## src/rtl/countdown_m.sv

```systemverilog
// Loadable down-counter with run/hold/abort control and a one-cycle completion pulse.
// All outputs (busy, done, binary_number) are registered views of the FSM and
// count one clock late, so they stay mutually aligned: binary_number reaches 0
// in the same cycle done rises and busy falls.
module countdown_m #(
  parameter int WIDTH = 4,
  parameter int MAX   = 9
) (
  input  logic             clk,
  input  logic             reset,
  input  logic             tick,
  input  logic             load,
  input  logic [WIDTH-1:0] load_value,
  input  logic             start,
  input  logic             pause,
  input  logic             abort,
  output logic             busy,
  output logic             done,
  output logic [WIDTH-1:0] binary_number
);

  localparam logic [WIDTH-1:0] MAX_C = WIDTH'(MAX);
  localparam logic [WIDTH-1:0] ONE   = WIDTH'(1);
  localparam logic [WIDTH-1:0] ZERO  = '0;

  typedef enum logic [1:0] {
    IDLE = 2'd0,
    RUN  = 2'd1,
    HOLD = 2'd2,
    DONE = 2'd3
  } state_t;

  state_t           state_q;
  logic [WIDTH-1:0] count_q;
  logic [WIDTH-1:0] bin_q;
  logic             done_q;
  logic             busy_q;

  // Loads saturate at MAX so count can never exceed it.
  logic [WIDTH-1:0] load_sat;
  assign load_sat = (load_value > MAX_C) ? MAX_C : load_value;

  // Control FSM and count register; abort beats pause beats tick while running.
  always_ff @(posedge clk or negedge reset) begin
    if (!reset) begin
      state_q <= IDLE;
      count_q <= ZERO;
    end else begin
      case (state_q)
        IDLE: begin
          if (load) begin
            // load wins over a simultaneous start
            count_q <= load_sat;
          end else if (start) begin
            state_q <= (count_q == ZERO) ? DONE : RUN;
          end
        end
        RUN: begin
          if (abort) begin
            count_q <= ZERO;
            state_q <= IDLE;
          end else if (pause) begin
            state_q <= HOLD;
          end else if (tick) begin
            if (count_q == ONE) begin
              count_q <= ZERO;
              state_q <= DONE;
            end else if (count_q != ZERO) begin
              count_q <= count_q - ONE;
            end
          end
        end
        HOLD: begin
          if (abort) begin
            count_q <= ZERO;
            state_q <= IDLE;
          end else if (start) begin
            state_q <= RUN;
          end
        end
        DONE: begin
          count_q <= ZERO;
          state_q <= IDLE;
        end
        default: begin
          count_q <= ZERO;
          state_q <= IDLE;
        end
      endcase
    end
  end

  // Output registers: one-cycle-late snapshot of state and count.
  always_ff @(posedge clk or negedge reset) begin
    if (!reset) begin
      bin_q  <= ZERO;
      done_q <= 1'b0;
      busy_q <= 1'b0;
    end else begin
      bin_q  <= count_q;
      done_q <= (state_q == DONE);
      busy_q <= (state_q == RUN) || (state_q == HOLD);
    end
  end

  assign binary_number = bin_q;
  assign done          = done_q;
  assign busy          = busy_q;

endmodule

```

## config.mk

```make
export PLATFORM = sky130hd
export DESIGN_NAME = countdown_m
export DESIGN_NICKNAME = d
export VERILOG_FILES = /design/src/rtl/countdown_m.sv
export SDC_FILE = /design/constraint.sdc
export NUM_CORES = 1
export LEC_CHECK = 0
export ABC_AREA = 1
export CAP_MARGIN = 20
export CELL_PAD_IN_SITES_DETAIL_PLACEMENT = 2
export CELL_PAD_IN_SITES_GLOBAL_PLACEMENT = 2
export CORE_AREA = 5 5 53 66
export DETAILED_ROUTE_END_ITERATION = 10
export DIE_AREA = 0 0 58 71
export GPL_ROUTABILITY_DRIVEN = 0
export PLACE_DENSITY_LB_ADDON = 0.1
export SYNTH_ARGS = -nofsm -noshare
export SYNTH_HDL_FRONTEND = slang
export SYNTH_SLANG_ARGS = --single-unit
```

## constraint.sdc

```tcl
create_clock -name clk -period 2.1 [get_ports clk]
set_clock_uncertainty 0.2 [all_clocks]
set_input_delay 0.63 -clock clk [delete_from_list [all_inputs] [get_ports clk]]
set_output_delay 0.63 -clock clk [all_outputs]
set_load 0.05 [all_outputs]
```

# After elaboration in Yosys (flattened, before gate mapping)
# Cells that the tools add are included.
[totals] out_inout_bits=6 ff_bits=12 elab_cells=46
[op_classes] n_reduce_logical=6 order_cmp=1 eq_ne=14 muxes=19 n_addsub=1
[ops] op="$mux 4" n=8
[ops] op="$mux 2" n=9
[ops] op="$pmux 4 s4" n=1
[ops] op="$ne 4x4->1 const B" n=3
[ops] op="$reduce_and 5->1" n=2
[ops] op="$ne 3x3->1 const B" n=3
[ops] op="$ne 2x2->1 const B" n=4
[ops] op="$pmux 2 s4" n=1
[ops] op="$eq 2x2->1 const B" n=2
[ops] op="$eq 4x1->1 const B" n=1
[ops] op="$gt 4x4->1 const B" n=1
[ops] op="$logic_not 4->1" n=1
[ops] op="$reduce_bool 4->1" n=1
[ops] op="$sub 4x1->4 const B" n=1
[ops] op="$eq 2x1->1 const B" n=1
[ops] op="$logic_not 2->1" n=1
[ops] op="$logic_or 1x1->1" n=1

# Depth between registers and ports, before layout
[logic_depth] word_depth=7 ltp_mapped=10 depth_no_buf=10

# Least setup slack after synthesis
# Ideal clock, no wire load.
[synth_path] path_type="input to register" startpoint="in abort" endpoint="reg count_q[1]" arrival_time_ns=1.140 n_path_buf=0 setup_slack_ns=0.641 path_stages=8 setup_time_ns=0.118 required_time_ns=1.782 cell_sequence="inv_2 nand2_2 nor2_1 nor2_2 nand2_2 inv_2 nand2_1 o21ai_2"
[synth_between] elab_chain_cells=2 elab_cells_between_ends=7 cone_classes="eq/ne: 4; mux: 2; reduce/logical: 1"
[synth_rtl] item="from (decl)" line_no="16" text="input logic abort,"
[synth_rtl] item="$ne 4x4->1 (no source line), or another cell as far along"
[synth_rtl] item="$reduce_and 5->1 (no source line) or $pmux 4 s4 (tied branches)"
[synth_rtl] item="to (signal assigned)" line_no="53" text="count_q <= load_sat;"
[synth_rtl] item="to (signal assigned)" line_no="69" text="count_q <= count_q - ONE;"
[synth_rtl] item="to (decl)" line_no="34" text="logic [WIDTH-1:0] count_q;"
# Parallel ways exist; a longest one is shown, timed or not.
# A chain may end at the register's enable or synchronous reset.

# Final worst setup path
# Ends and elaborated chain as after synthesis.

==> results.py <==
metrics = {
    "clocking": {
        "clkTransAtPathRegs_ns": 0.08,
        "cts-root-buf": "clkbuf_4",
        "cts_max_level": 1,
        "clk_latency_ns": 0.27,
        "cts_made_buffers": 3,
        "cts_tree": "yes",
        "cts-resized-gates": 0,
        "clock_sinks": 12,
        "postCtsSetupBuffers": 0,
        "hold_buffers": 0,
        "clockBufferDepth": 2,
    },
    "logic_synthesis": {
        "netlist_instances": 93,
        "synth.distinct_cells": 17,
        "ys_warn_count": 0,
        "synth_top_cell_by_area": "dfrtp_1",
        "yosys-top-cells-area": "dfrtp_1, nand2_1, ha_1, inv_1, nand2_2",
        "synthAdderAreaFrac_pct": 12.1,
        "synth_compound_area_share_pct": 7.77,
        "syn_avg_cell_area_um2": 7.79,
        "synth_top_family_by_area": "simple AND/OR/NAND/NOR gates",
        "synth.net_count": 111,
        "yosysSeqAreaShare_pct": 41.5,
        "postSynthRegisterBits": 12,
        "synth-simple-area-share_pct": 28.7,
        "yosysTopAreaCellShare_pct": 41.5,
        "syn-cell-area_um2": 724,
        "synthXorXnorAreaFrac_pct": 1.21,
        "synthMuxAreaShare_pct": 0,
    },
    "global_route": {
        "first_global_vias": 741,
        "grt_pass1_wl_um": 3470,
        "grt_start_max_net_pins": 13,
        "track_usage_pct": 10.9,
        "grt_antenna_before_repair": 0,
        "overflow": 0,
    },
    "critical_path": {
        "startpoint_type": "primary input",
        "critPathMaxFanout": 5,
        "critPathRequiredTime_ns": 2.06,
        "worstSetupPathType": "in2reg",
        "critPathArrivalTime_ns": 1.71,
        "cp-end-kind": "register",
    },
    "route": {
        "dr.first_iter.drc_count": 17,
        "via_per_inst": 4.34,
        "antenna_left": 0,
        "firstDrtPassIters": 2,
        "post_drt_wl_per_cell_um": 13.0,
        "num_vias": 646,
        "wl_um": 1940,
        "drc_errors": 0,
    },
    "pwr": {
        "clock_power_share_pct": 13.1,
        "p_int_w": 0.000702,
        "p_switching_w": 0.000699,
        "peakVddDrop_mv": 0.479,
        "powerDensity_mw_per_mm2": 1470,
        "leakagePower_nw": 0.501,
        "power_frac_comb_pct": 57.8,
        "switching_share_pct": 49.9,
        "seqPwrFrac_pct": 29.1,
    },
    "final_layout": {
        "area_growth_pct": 31.3,
        "final_area_um2": 951,
        "antenna_cells": 0,
        "finalNetCount": 132,
        "utilization_pct": 33.2,
        "drive_gt1_share_pct": 20.4,
    },
    "timing": {
        "finalHoldViolCount": 0,
        "rsz0062_at_grt": "no",
        "relSlewSlack_pct": 60.6,
        "tightest_slew_ns": 0.589,
        "period_share_pct": 83.5,
        "slew_violations": 0,
        "final-setup-viol-count": 0,
        "final.setup.tns_ns": 0,
        "min_period_ns": 1.75,
        "fmax_mhz": 570,
    },
    "floorplan": {
        "initial_core_util_pct": 25.3,
        "core-area_mm2": 0.00286,
        "fp.dieArea_mm2": 0.00412,
        "core.rowCount": 22,
        "num_io_pins": 17,
        "die_h_um": 71,
        "fp.dieW_um": 58,
    },
    "status": {
        "outcome": "completed",
    },
    "flow_run": {
        "cap_violations": 0,
    },
    "place": {
        "dpl.hpwl_um": 1690,
        "portBuffers": 16,
        "placement.cell_area_um2": 915,
    },
    "min_path": {
        "hold_class": "reg2reg",
    },
}
## synth_stat cells, drive strengths merged
cell type  count
nand4          1
inv           17
dfrtp         12
o21ai          8
a21oi          1
xnor2          1
nand2         31
nand3          4
nor2          10
ha             7
nor3           1
## layer usage
layer | part of all wire, % | track usage, %
met5 | 0 | 0
met4 | 0.36 | 2.32
met3 | 2.5 | 2.37
met2 | 57 | 20.6
met1 | 40 | 12.1
## metrics by stage
stage | setup slack (ns) | power (W) | hold slack [ns] | instances
2_1_floorplan | 0.641 | 0.000982 | 0.134 | 93
3_3_place_gp | 0.0653 | 0.00123 | 0.197 | 145
3_5_place_dp | 0.0506 | 0.00124 | 0.200 | 145
4_1_cts | 0.338 | 0.00143 | 0.219 | 149
5_1_grt | 0.287 | 0.00153 | 0.240 | 149
6_report | 0.346 | 0.00140 | 0.211 | 149
## state kept, by name, summed over array words and instances (netlist names)
signal	count
count_q	4
busy	1
binary_number	4
done	1
state_q	2
## kinds of logic after synthesis
kind of cell               count (synthesis)
and+or+nand+nor                           47
adders and majority gates                  7
DFF                                       12
buffers and inverters                     17
AOI/OAI and AO/OA                          9
xor gates and xnor gates                   1
## worst max-delay path, stage by stage
cell and delay [ns]:
clkdlybuf4s50_1 0.44, inv_2 0.08, nand2_2 0.07, nor2_1 0.13
nor2_2 0.05, nand2_2 0.11, inv_2 0.08, nand2_1 0.07
o21ai_2 0.05
## placed cells by master (no fill, tap or decap), drive strengths merged
cell type,count
nor2,10
xnor2,1
buf,6
nand4,1
a21oi,1
inv,17
ha,7
nor3,1
nand3,4
nand2,31
clkbuf,4
clkdlybuf4s50,10
dfrtp,12
o21ai,8
## power by group through the flow
| stage | combinational, W | sequential (W) | clock [W] |
|---|---|---|---|
| detailed placement | 0.000826 | 0.000417 | 0 |
| finish | 0.000809 | 0.000407 | 0.000184 |
| CTS | 0.000831 | 0.000413 | 0.000191 |
| global placement | 0.000821 | 0.000412 | 0 |
| global route | 0.000891 | 0.000427 | 0.000218 |
| floorplan | 0.000410 | 0.000572 | 0 |
## final timing paths
kind                       startpoint          endpoint  slack (ns)  depth (start not counted)
max                             abort        count_q[1]        0.35                          9
min                        count_q[1]  binary_number[1]        0.21                          0
max reg2reg                state_q[0]        count_q[1]        0.41                          8
min reg2reg                count_q[1]  binary_number[1]        0.21                          0
max in group asynchronous       reset        count_q[1]        0.78                          1
min in group asynchronous       reset              busy        0.53                          1
## area by class of cell
cell class                      count  area, µm²
Sequential cell                    12        300
Fill cell                         347       1910
Tap cell                           36       45.0
Inverter                           17       63.8
Multi-Input combinational cell     64        360
Clock buffer                        4       36.3
Timing Repair Buffer               16        145
Power figures use the tool's default switching activity.
